### src/rtl/regwb_pkg.sv
// Shared widths, the queued write-back entry type and the hard-wired zero register.
package regwb_pkg;

  localparam int unsigned REG_W  = 5;
  localparam int unsigned DATA_W = 32;

  typedef struct packed {
    logic [REG_W-1:0]  rd;
    logic [DATA_W-1:0] data;
  } wb_entry_t;

  localparam logic [REG_W-1:0] ZERO_REG = '0;

endpackage

### src/rtl/wb_queue.sv
// Pending-write FIFO: two pushes per cycle (push_a lands before push_b) and one pop.
// The raw entry array and read pointer are exported so the forwarding search can walk it.
module wb_queue
  import regwb_pkg::*;
#(
  parameter int unsigned DEPTH = 4
) (
  input  logic                       clk,
  input  logic                       rst,
  input  logic                       push_a,
  input  wb_entry_t                  entry_a,
  input  logic                       push_b,
  input  wb_entry_t                  entry_b,
  input  logic                       pop,
  output wb_entry_t                  head,
  output logic [$clog2(DEPTH):0]     count,
  output logic [$clog2(DEPTH)-1:0]   rptr,
  output wb_entry_t [DEPTH-1:0]      entries
);

  localparam int unsigned PW = $clog2(DEPTH);
  localparam int unsigned CW = PW + 1;

  logic [PW-1:0] wptr;
  logic [CW-1:0] n_push;

  assign n_push = CW'(push_a) + CW'(push_b);
  assign head   = entries[rptr];

  // Storage is not reset: a slot is only observable once count covers it.
  always_ff @(posedge clk) begin
    if (push_a) entries[wptr] <= entry_a;
    if (push_b) entries[push_a ? wptr + PW'(1) : wptr] <= entry_b;
  end

  always_ff @(posedge clk) begin
    if (rst) begin
      wptr  <= '0;
      rptr  <= '0;
      count <= '0;
    end else begin
      wptr  <= wptr + PW'(n_push);
      rptr  <= rptr + PW'(pop);
      count <= count + n_push - CW'(pop);
    end
  end

endmodule

### src/rtl/regfile_writeback.sv
// Write-side initiator for the register file: queues ALU/load results and retires one per cycle.
// Optional forwarding lookup is built only when REGWB_FWD_EN is defined.
module regfile_writeback
  import regwb_pkg::*;
#(
  parameter int unsigned DEPTH = 4
) (
  input  logic              clk,
  input  logic              rst,
  input  logic              alu_valid,
  input  logic [REG_W-1:0]  alu_rd,
  input  logic [DATA_W-1:0] alu_data,
  output logic              alu_ready,
  input  logic              mem_valid,
  input  logic [REG_W-1:0]  mem_rd,
  input  logic [DATA_W-1:0] mem_data,
  output logic              mem_ready,
  output logic [REG_W-1:0]  rd,
  output logic [DATA_W-1:0] in,
  output logic              write,
  input  logic [REG_W-1:0]  rs,
  input  logic [REG_W-1:0]  rt,
  output logic              fwd_a_hit,
  output logic [DATA_W-1:0] fwd_a_data,
  output logic              fwd_b_hit,
  output logic [DATA_W-1:0] fwd_b_data,
  output logic              pending
);

  localparam int unsigned PW = $clog2(DEPTH);
  localparam int unsigned CW = PW + 1;

  logic [CW-1:0]         count;
  logic [PW-1:0]         rptr;
  wb_entry_t [DEPTH-1:0] entries;
  wb_entry_t             head;
  wb_entry_t             mem_entry;
  wb_entry_t             alu_entry;
  logic                  push_mem;
  logic                  push_alu;
  logic                  pop;

  // Handshake: a result transfers on a rising edge where valid & ready are both high.
  // Readies depend only on the registered count; alu keeps one slot of headroom so a
  // simultaneous mem+alu acceptance always fits.
  assign mem_ready = (count <= CW'(DEPTH - 1));
  assign alu_ready = (count <= CW'(DEPTH - 2));

  assign mem_entry = '{rd: mem_rd, data: mem_data};
  assign alu_entry = '{rd: alu_rd, data: alu_data};
  assign push_mem  = mem_valid & mem_ready & (mem_rd != ZERO_REG);
  assign push_alu  = alu_valid & alu_ready & (alu_rd != ZERO_REG);
  assign pop       = (count != '0);

  wb_queue #(.DEPTH(DEPTH)) u_queue (
    .clk     (clk),
    .rst     (rst),
    .push_a  (push_mem),
    .entry_a (mem_entry),
    .push_b  (push_alu),
    .entry_b (alu_entry),
    .pop     (pop),
    .head    (head),
    .count   (count),
    .rptr    (rptr),
    .entries (entries)
  );

  always_ff @(posedge clk) begin
    if (rst) begin
      write <= 1'b0;
      rd    <= '0;
      in    <= '0;
    end else if (pop) begin
      write <= 1'b1;
      rd    <= head.rd;
      in    <= head.data;
    end else begin
      write <= 1'b0;
    end
  end

  assign pending = (count != '0) | write;

`ifdef REGWB_FWD_EN
  // Walk oldest to newest so later matches override; the output register is older than any queued entry.
  function automatic logic [DATA_W:0] fwd_lookup(input logic [REG_W-1:0] q);
    logic              hit;
    logic [DATA_W-1:0] data;
    logic [PW-1:0]     idx;
    hit  = 1'b0;
    data = '0;
    if (write && rd == q) begin
      hit  = 1'b1;
      data = in;
    end
    for (int i = 0; i < DEPTH; i++) begin
      idx = rptr + PW'(i);
      if (CW'(i) < count && entries[idx].rd == q) begin
        hit  = 1'b1;
        data = entries[idx].data;
      end
    end
    if (q == ZERO_REG) begin
      hit  = 1'b0;
      data = '0;
    end
    return {hit, data};
  endfunction

  always_comb begin
    {fwd_a_hit, fwd_a_data} = fwd_lookup(rs);
    {fwd_b_hit, fwd_b_data} = fwd_lookup(rt);
  end
`else
  logic unused_fwd;
  assign unused_fwd = ^{rs, rt, rptr, entries};

  assign fwd_a_hit  = 1'b0;
  assign fwd_a_data = '0;
  assign fwd_b_hit  = 1'b0;
  assign fwd_b_data = '0;
`endif

endmodule

### config.mk
export PLATFORM = sky130hd
export DESIGN_NAME = regfile_writeback
export DESIGN_NICKNAME = d
export VERILOG_FILES = /design/src/rtl/regwb_pkg.sv /design/src/rtl/wb_queue.sv /design/src/rtl/regfile_writeback.sv
export SDC_FILE = /design/constraint.sdc
export NUM_CORES = 1
export LEC_CHECK = 0
export ABC_AREA = 1
export ABC_CLOCK_PERIOD_IN_PS = 3500
export CORE_MARGIN = 2
export CORE_UTILIZATION = 54
export DETAILED_ROUTE_END_ITERATION = 6
export GPL_ROUTABILITY_DRIVEN = 0
export HOLD_SLACK_MARGIN = 0.12
export PLACE_DENSITY = 0.8
export SLEW_MARGIN = 20
export SYNTH_ARGS = -nofsm -noshare
export SYNTH_HDL_FRONTEND = slang
export SYNTH_SLANG_ARGS = --single-unit
export TNS_END_PERCENT = 30
### constraint.sdc
create_clock -name clk -period 3.5 [get_ports clk]
set_clock_uncertainty 0.2 [all_clocks]
set_input_delay 0.525 -clock clk [delete_from_list [all_inputs] [get_ports clk]]
set_output_delay 0.525 -clock clk [all_outputs]
set_load 0.02 [all_outputs]
==> results.toml, run 1 <==
[outcome]
status = "finished, final reports clean"

[clocking]
cts_max_path_buffers = 2
cts_sinks = 193
cts_buffers = 17
insertion_delay_ps = 440
cts.repair.resized = 0
clk_pin_slew_worst_paths_ps = 70
cts.root.buffer_cell = "clkbuf_16"
cts_hold_buf = 0
cts_setup_buffers = 0
tritoncts = "built"
htreeDepth = 4

[floorplanning]
pin_count = 195
fp.dieH_um = 146.1
die_area_um2 = 21340
start_util_pct = 55.46
num_rows = 51
fp.coreArea_um2 = 19650
die_w_um = 146.1

[worst_setup_path]
r2r-end = "u_queue.entries[97]$_DFF_P_"
critPathBufInv = 3
worstSetupPathType = "in2reg"
r2r_cells = 8
cp.required_ps = 3680
start_kind = "input port"
cp_slowest_cell = "clkdlybuf4s50_1"
r2r-start = "u_queue.count[2]$_SDFF_PP0_"
slowest_delay_ps = 500
cp_max_fo = 82
crit_chain = "clkdlybuf4s50_1, nor2_1, nand3_2, nand2_2, buf_12, nand2_2, nand2_4, buf_4, nand4_1, nand2_1"
r2r_slack_ps = 1010
arrival_ps = 3060
cpMostUsedCell = "nand2_2"
crit_path_end_kind = "flop"
critPathTopFamily = "buffers and inverters"

[synth]
synth_top_family_by_area = "simple AND/OR/NAND/NOR gates"
synth.ff_latch_count = 193
yosysUniqueCellTypes = 31
synth_edf_count = 0
synthAdderAreaFrac_pct = 1.332
synth-xor-area-share_pct = 0.3214
ys_warn_count = 0
synth.avg_cell_area_um2 = 6.724
synthTopCellsByArea = "dfxtp_1, nand2_1, nand4_1"
yosys-mux-area-fraction_pct = 0
synth-compound-area-share_pct = 15.66
synthesis.area_um2 = 10900
synth_commonest_cells = "nand2_1, dfxtp_1, o21ai_0, nand4_1, inv_1"
async_flop_share_pct = 0
synth_top_area_share_pct = 35.45
synth.most_common_cell = "nand2_1"
synth-simple-area-share_pct = 31.75
synth_cells = 1621
ys.flop_type = "dfxtp_1"
synth_top_area_cell = "dfxtp_1"
ys_seq_area_share_pct = 35.45

[worst_hold_path]
holdPathEnd = "in[1]$_SDFFE_PP0N_"
hold_path_class = "reg2reg"
min_from = "in[1]$_SDFFE_PP0N_"
min_path_cells = 2

[sta]
rsz0062_at_grt = "false"
finalCritPeriodShare_pct = 82.10
min_period_ps = 2874
fin_setup_tns_ps = 0
slew_viol_final = 0
hold_viol = 0
worst_pin_slew_ps = 817.2
fmax_mhz = 348.0
relSlewSlack_pct = 45.52
setup_viol = 0

[detailed_routing]
wirelength_um = 31630
antenna_left = 0
drtPass1Iterations = 7
wire_per_inst_um = 16.34
drcViolationCount = 0
drt_iter0_drc = 1302
vias_per_cell = 5.680
num_vias = 10997

[placed_design]
io_buffers = 118
dp_cells = 1903
hpwlAfterDp_um = 18090

[pwr]
power.switching_mw = 5.455
power_per_cell_area_nw_per_um2 = 956.2
p_comb_share_pct = 52.0
sw_frac_of_total_pct = 45.89
clockPowerShare_pct = 16.8
seq_power_share_pct = 31.1
power_leakage_nw = 5.849
peakVddDrop_uv = 607.2
internal-power_mw = 6.432

[grt]
grt_pass1_wl_um = 51230
overflow = 0
antenna_found_initial = 1
grt_max_degree = 153
grt_usage_pct = 29.00
grt_pass1_vias = 10286

[final_layout]
drive_above_1_share_pct = 5.509
nets = 1756
fin_cells = 1936
syn_to_final_growth_pct = 14.05

[flow_run]
cap_violations = 0
==> layer usage <==
metal	share of wire, %	up-vias	GRT usage (%)
met1	41	4991	37.24
met4	2.5	0	11.55
li1	-	5305	-
met5	0	-	0
met2	47	612	48.18
met3	9.7	89	5.625
==> placed cells by master, fill, tap and decap left out, types with 2 or more instances in the layout <==
| master | n |
|---|---|
| nand2_1 | 557 |
| dfxtp_1 | 191 |
| o21ai_0 | 163 |
| nand4_1 | 148 |
| inv_1 | 132 |
| clkdlybuf4s50_1 | 118 |
| o211ai_1 | 74 |
| conb_1 | 66 |
| nand3_1 | 41 |
| a21oi_1 | 39 |
| buf_4 | 30 |
| o21ai_1 | 23 |
| clkbuf_16 | 18 |
| nor2_1 | 10 |
| ha_1 | 10 |
| nand2_2 | 6 |
| buf_12 | 6 |
| nand3_4 | 4 |
| nor2_4 | 4 |
| inv_6 | 4 |
| nand2_4 | 3 |
| clkinv_4 | 3 |
| xor2_1 | 2 |
| xnor2_1 | 2 |
| clkinv_2 | 2 |
| clkbuf_8 | 2 |
==> worst max path at each step <==
stage                                      startpoint                            to  cells after the start
final                                       mem_rd[0]   u_queue.entries[97]$_DFF_P_                     10
after global routing                        mem_rd[0]  u_queue.entries[138]$_DFF_P_                     10
after CTS                                   mem_rd[0]   u_queue.entries[97]$_DFF_P_                     10
after detailed placement                    mem_rd[0]   u_queue.entries[66]$_DFF_P_                     11
after global placement                      mem_rd[0]   u_queue.entries[66]$_DFF_P_                     11
after floorplan           u_queue.count[2]$_SDFF_PP0_   u_queue.count[2]$_SDFF_PP0_                     11
==> power by group through the flow <==
| stage | clock, mW | sequential, mW | combinational [mW] |
|---|---|---|---|
| floorplan | 0 | 3.83 | 4.35 |
| global placement | 0 | 3.70 | 5.90 |
| detailed placement | 0 | 3.74 | 6.04 |
| CTS | 2.02 | 3.70 | 6.10 |
| global route | 2.11 | 3.80 | 6.90 |
| finish | 2.00 | 3.70 | 6.18 |
==> flip-flops by register name (all words and copies together), names as in the netlist <==
name             count
u_queue.wptr         2
in                  32
u_queue.rptr         2
rd                   5
write                1
u_queue.count        3
u_queue.entries    148
==> per-stage QoR <==
| step | power [mW] | setup WS (ps) | hold slack (ps) | utilization (%) | area (um^2) |
|---|---|---|---|---|---|
| 5_1_grt | 12.81 | 543.6 | 328.9 | 63.24 | 12430 |
| 3_3_place_gp | 9.603 | 319.9 | 279.2 | 60.19 | 11830 |
| 4_1_cts | 11.81 | 715.3 | 305.4 | 63.24 | 12430 |
| 2_1_floorplan | 8.179 | 726.9 | 289.9 | - | 11140 |
| 6_report | 11.89 | 626.4 | 301.4 | 63.25 | 12430 |
| 3_5_place_dp | 9.782 | 270.4 | 285.1 | 60.19 | 11830 |
==> worst min-delay path: stages, from the launching register on <==
cell      delay, ps
dfxtp_1         330
o211ai_1         90
inv_1            50
==> logic make-up after synthesis <==
group | Yosys count
other | 1
DFF | 193
AOI/OAI and AO/OA | 301
xor gates and xnor gates | 4
adders and majority gates | 11
buffers and inverters | 334
and+or+nand+nor | 777
==> area by class of cell <==
type | instances | area [um^2]
Timing Repair Buffer | 154 | 1526
Antenna cell | 1 | 2.502
Clock buffer | 20 | 478.0
Multi-Input combinational cell | 1159 | 5608
Fill cell | 1749 | 7223
Inverter | 132 | 495.5
Tap cell | 265 | 331.6
Clock inverter | 12 | 120.1
Sequential cell | 193 | 3869
(Power assumes the default switching activity.)
==> inputs of run 2 (changes only) <==
--- a/config.mk
+++ b/config.mk
@@ -6,13 +6,13 @@
 export NUM_CORES = 1
 export LEC_CHECK = 0
 export ABC_AREA = 1
-export ABC_CLOCK_PERIOD_IN_PS = 3500
+export ABC_CLOCK_PERIOD_IN_PS = 2600
 export CORE_MARGIN = 2
-export CORE_UTILIZATION = 54
+export CORE_UTILIZATION = 48
 export DETAILED_ROUTE_END_ITERATION = 6
 export GPL_ROUTABILITY_DRIVEN = 0
 export HOLD_SLACK_MARGIN = 0.12
-export PLACE_DENSITY = 0.8
+export PLACE_DENSITY = 0.75
 export SLEW_MARGIN = 20
 export SYNTH_ARGS = -nofsm -noshare
 export SYNTH_HDL_FRONTEND = slang
==> constraint.sdc (replaced) <==
create_clock -name clk -period 2.6 [get_ports clk]
set_clock_uncertainty 0.2 [all_clocks]
set_input_delay 0.39 -clock clk [delete_from_list [all_inputs] [get_ports clk]]
set_output_delay 0.39 -clock clk [all_outputs]
set_load 0.02 [all_outputs]
==> results.toml, run 2 (same netlist as run 1, synthesis figures left out) <==
[sta]
finalWorstSetupSlack_ps = 253.0
relSlewSlack_pct = 35.45
worst_pin_slew_ps = 968.3
setup_viol = 0
slew_viol_final = 0
finalCritPeriodShare_pct = 90.27
fmax_mhz = 426.1
min_period_ps = 2347
hold_viol = 0
fin_setup_tns_ps = 0
rsz0062_at_grt = "false"

[worst_setup_path]
cp.required_ps = 2730
arrival_ps = 2480
cp_max_fo = 64
start_kind = "input port"
worstSetupPathType = "in2reg"
crit_path_end_kind = "flop"

[floorplanning]
start_util_pct = 48.58
num_rows = 55
die_area_um2 = 23930
pin_count = 195
fp.coreArea_um2 = 22430
die_w_um = 154.7
fp.dieH_um = 154.7

[outcome]
status = "finished, final reports clean"

[detailed_routing]
wire_per_inst_um = 16.18
wirelength_um = 32140
drt_iter0_drc = 1045
num_vias = 11022
antenna_left = 0
drtPass1Iterations = 5
drcViolationCount = 0
vias_per_cell = 5.550

[clocking]
cts_max_path_buffers = 2
cts_hold_buf = 0
cts_sinks = 193
cts.root.buffer_cell = "clkbuf_16"
clk_pin_slew_worst_paths_ps = 70
cts_setup_buffers = 0
tritoncts = "built"
cts.repair.resized = 0
insertion_delay_ps = 440
htreeDepth = 4
cts_buffers = 17

[final_layout]
largest_registers = "u_queue.entries: 148 flops, in: 32 flops, rd: 5 flops"
multi_input_area_um2 = 5618
largest_reg_flops = 148
fill_cells = 2116
top_register = "u_queue.entries"
nets = 1787
layout.area.seq_um2 = 3870
diodes = 0
fin_cells = 1986
final_area_um2 = 12820
final_common_cell = "nand2_1"
final_cell_mix = "nand2_1, dfxtp_1, o21ai_0, nand4_1, inv_1"
syn_to_final_growth_pct = 17.61
drive_above_1_share_pct = 7.290

[worst_hold_path]
hold_path_class = "reg2reg"

[pwr]
clockPowerShare_pct = 16.2
sw_frac_of_total_pct = 45.19
power_per_cell_area_nw_per_um2 = 1273
finalPower_mw = 16.32
internal-power_mw = 8.946
peakVddDrop_uv = 1247
power_leakage_nw = 6.034
p_comb_share_pct = 53.1
seq_power_share_pct = 30.8
power.switching_mw = 7.376

[placed_design]
io_buffers = 118
hpwlAfterDp_um = 19090
place_ws_ps = -165.7
dp_cells = 1954
dpl_cell_area_um2 = 12240

[flow_run]
cap_violations = 0

[grt]
grt_pass1_wl_um = 52680
antenna_found_initial = 1
overflow = 0
grt_pass1_vias = 10354
grt_max_degree = 76
grt_usage_pct = 27.01
run 2: through the flow:
| stage | hold WS (ps) | util (%) |
|---|---|---|
| global placement | 281.9 | 54.55 |
| finish | 300.4 | 57.14 |
| global route | 337.6 | 57.14 |
| CTS | 306.7 | 57.13 |
| detailed placement | 286.3 | 54.55 |
| floorplan | 312.9 | - |
run 2: per-layer routing:
| layer | track usage [%] | share of wire, % |
|---|---|---|
| met1 | 35.24 | 42 |
| met2 | 45.34 | 48 |
| met3 | 4.483 | 9.1 |
| met4 | 9.436 | 1.6 |
| met5 | 0 | 0.050 |
run 2: cell type report:
cell class	instances	share of cell area, %
clock buffers	19	3.455
clock inverters	13	1.064
inverters	132	3.865
multi-input cells	1159	43.83
flip-flops and latches	193	30.19
well taps	285	2.782
repair buffers	185	14.82
run 2: worst paths after layout:
| kind | start | to | cells past startpoint | slack (ps) |
|---|---|---|---|---|
| worst max-delay path | alu_rd[3] | u_queue.entries[12]$_DFF_P_ | 10 | 250 |
| worst min-delay path | in[7]$_SDFFE_PP0N_ | in[7]$_SDFFE_PP0N_ | 2 | 300 |
| worst max register to register | u_queue.count[0]$_SDFF_PP0_ | u_queue.entries[12]$_DFF_P_ | 9 | 300 |
| worst min register to register | in[7]$_SDFFE_PP0N_ | in[7]$_SDFFE_PP0N_ | 2 | 300 |
run 2: critical path, cell delays in order:
cell	delay (ps)
clkdlybuf4s50_1	480
nor3_1	60
buf_4	130
a21oi_4	130
buf_4	330
buf_12	340
nand3_4	230
buf_12	220
nand2_1	60
nand2_1	60
run 2: power by group through the flow:
stage | registers [mW] | clock network (mW) | logic, mW
4_1_cts | 5.02 | 2.67 | 8.58
3_5_place_dp | 5.07 | 0 | 8.51
2_1_floorplan | 5.16 | 0 | 5.87
5_1_grt | 5.17 | 2.79 | 9.71
6_report | 5.02 | 2.64 | 8.66
3_3_place_gp | 5.03 | 0 | 8.30
==> inputs of run 3 (changes only) <==
--- a/config.mk
+++ b/config.mk
@@ -6,14 +6,13 @@
 export NUM_CORES = 1
 export LEC_CHECK = 0
 export ABC_AREA = 1
-export ABC_CLOCK_PERIOD_IN_PS = 2600
 export CORE_MARGIN = 2
-export CORE_UTILIZATION = 48
+export CORE_UTILIZATION = 54
 export DETAILED_ROUTE_END_ITERATION = 6
 export GPL_ROUTABILITY_DRIVEN = 0
 export HOLD_SLACK_MARGIN = 0.12
-export PLACE_DENSITY = 0.75
-export SLEW_MARGIN = 20
+export PLACE_DENSITY = 0.8
+export SLEW_MARGIN = 10
 export SYNTH_ARGS = -nofsm -noshare
 export SYNTH_HDL_FRONTEND = slang
 export SYNTH_SLANG_ARGS = --single-unit
==> constraint.sdc (replaced) <==
create_clock -name clk -period 2.3 [get_ports clk]
set_clock_uncertainty 0.2 [all_clocks]
set_input_delay 0.345 -clock clk [delete_from_list [all_inputs] [get_ports clk]]
set_output_delay 0.345 -clock clk [all_outputs]
set_load 0.02 [all_outputs]
==> results.toml, run 3 (same netlist as run 1, synthesis figures left out) <==
[clocking]
tritoncts = "built"
clk_pin_slew_worst_paths_ps = 70
cts_buffers = 17
cts_max_path_buffers = 2
htreeDepth = 4
insertion_delay_ps = 440
cts.root.buffer_cell = "clkbuf_16"
cts_hold_buf = 0
cts_sinks = 193

[worst_setup_path]
cp.required_ps = 1750
cp_max_fo = 5
crit_chain = "nor2_2, nand2_2, or2_2, dlygate4sd2_1"
r2r_slack_ps = 180
worstSetupPathType = "reg2out"
arrival_ps = 1650
start_kind = "flop"
crit_path_end_kind = "primary output"
slowest_delay_ps = 370
cp_slowest_cell = "dfxtp_2"

[worst_hold_path]
hold_path_class = "reg2reg"

[floorplanning]
fp.coreArea_um2 = 19650
fp.dieH_um = 146.1
die_w_um = 146.1
pin_count = 195
start_util_pct = 55.46
num_rows = 51
die_area_um2 = 21340

[grt]
grt_max_degree = 64
overflow = 0
grt_pass1_vias = 10482
grt_pass1_wl_um = 52320
grt_usage_pct = 29.60
antenna_found_initial = 0

[pwr]
power_leakage_nw = 6.091
power_per_cell_area_nw_per_um2 = 1445
peakVddDrop_uv = 1679

[final_layout]
final_area_um2 = 12950
drive_above_1_share_pct = 8.070
top_register = "u_queue.entries"
final_common_cell = "nand2_1"
final_cell_mix = "nand2_1, dfxtp_1, o21ai_0, nand4_1, inv_1"
nets = 1796
largest_registers = "u_queue.entries: 148 flops, in: 32 flops, rd: 5 flops"
syn_to_final_growth_pct = 18.84
largest_reg_flops = 148
diodes = 0
fill_cells = 1718

[outcome]
status = "finished with violations"
violations = "design-rule violations"

[placed_design]
dpl_cell_area_um2 = 12330
hpwlAfterDp_um = 19740
io_buffers = 118

[detailed_routing]
antenna_left = 0
vias_per_cell = 5.685
drcViolationCount = 3
wirelength_um = 31990
num_vias = 11228
drt_iter0_drc = 1332
drtPass1Iterations = 7
wire_per_inst_um = 16.20

[sta]
setup_viol = 0
rsz0062_at_grt = "false"
hold_ws_ps = 301.4
hold_viol = 0
min_period_ps = 2191
fmax_mhz = 456.4
slew_viol_final = 0
fin_setup_tns_ps = 0
worst_pin_slew_ps = 535.6
relSlewSlack_pct = 64.30
finalCritPeriodShare_pct = 95.26

[flow_run]
cap_violations = 0
[run 3: changes by cell type in the layout (fill, tap and decap cells not counted), sizes merged]
| cell | delta |
|---|---|
| clkbuf | +4 |
| dlygate4sd2 | +1 |
| dlymetal6s2s | -1 |
| buf | +9 |
| clkinv | -4 |
[run 3: final timing paths]
path                                                   from  cells after the start                          end
worst max-delay path            u_queue.count[2]$_SDFF_PP0_                      4                      pending
worst min register to register          in[30]$_SDFFE_PP0N_                      2          in[30]$_SDFFE_PP0N_
worst max register to register  u_queue.count[1]$_SDFF_PP0_                      7  u_queue.entries[93]$_DFF_P_
worst min-delay path                    in[30]$_SDFFE_PP0N_                      2          in[30]$_SDFFE_PP0N_
[run 3: repair_timing]
item | in CTS | in global routing
buffers inserted | 0 | 0
setup endpoints to repair | 1 | 1
pin swaps | 0 | 0
resized for setup | 1 | 1
[run 3: routing by layer]
metal | global-route usage (%) | routed length [um] | vias to the layer above
li1 | - | - | 5382
met1 | 39.43 | 12990 | 5129
met2 | 48.89 | 15310 | 659
met3 | 4.906 | 3164 | 58
met4 | 10.10 | 525 | 0
met5 | 0 | 0 | -
[run 3: metrics by stage]
stage | setup WS [ps] | total power [mW] | instances | util [%]
after floorplan | -164.0 | 12.50 | 1686 | -
after global placement | -209.0 | 15.12 | 1943 | 62.75
after detailed placement | -226.2 | 15.43 | 1943 | 62.75
after CTS | 49.94 | 18.59 | 1975 | 65.89
after global routing | 31.84 | 20.10 | 1975 | 65.90
final | 109.0 | 18.71 | 1975 | 65.90
[run 3: final cells by class]
class	count	area (um^2)	share of cell area, %
Clock buffer	23	499.2	3.854
Clock inverter	9	118.9	0.9177
Inverter	132	495.5	3.825
Multi-Input combinational cell	1159	5648	43.61
Sequential cell	193	3871	29.89
Tap cell	265	331.6	2.560
Timing Repair Buffer	194	1988	15.35
[run 3: power by group]
part	switching (mW)	leakage (nW)	total [mW]	internal, mW
sequential	0.721	1.62	5.72	5.00
clock	1.33	0.289	3.10	1.77
combinational	6.32	4.18	9.90	3.58
total	8.37	6.09	18.7	10.3
[run 3: critical path, delay by kind of cell (launching register included)]
family / cells / cell delay (ps)
and+or+nand+nor: 3 / 520
DFF: 1 / 370
buffers and inverters: 1 / 320
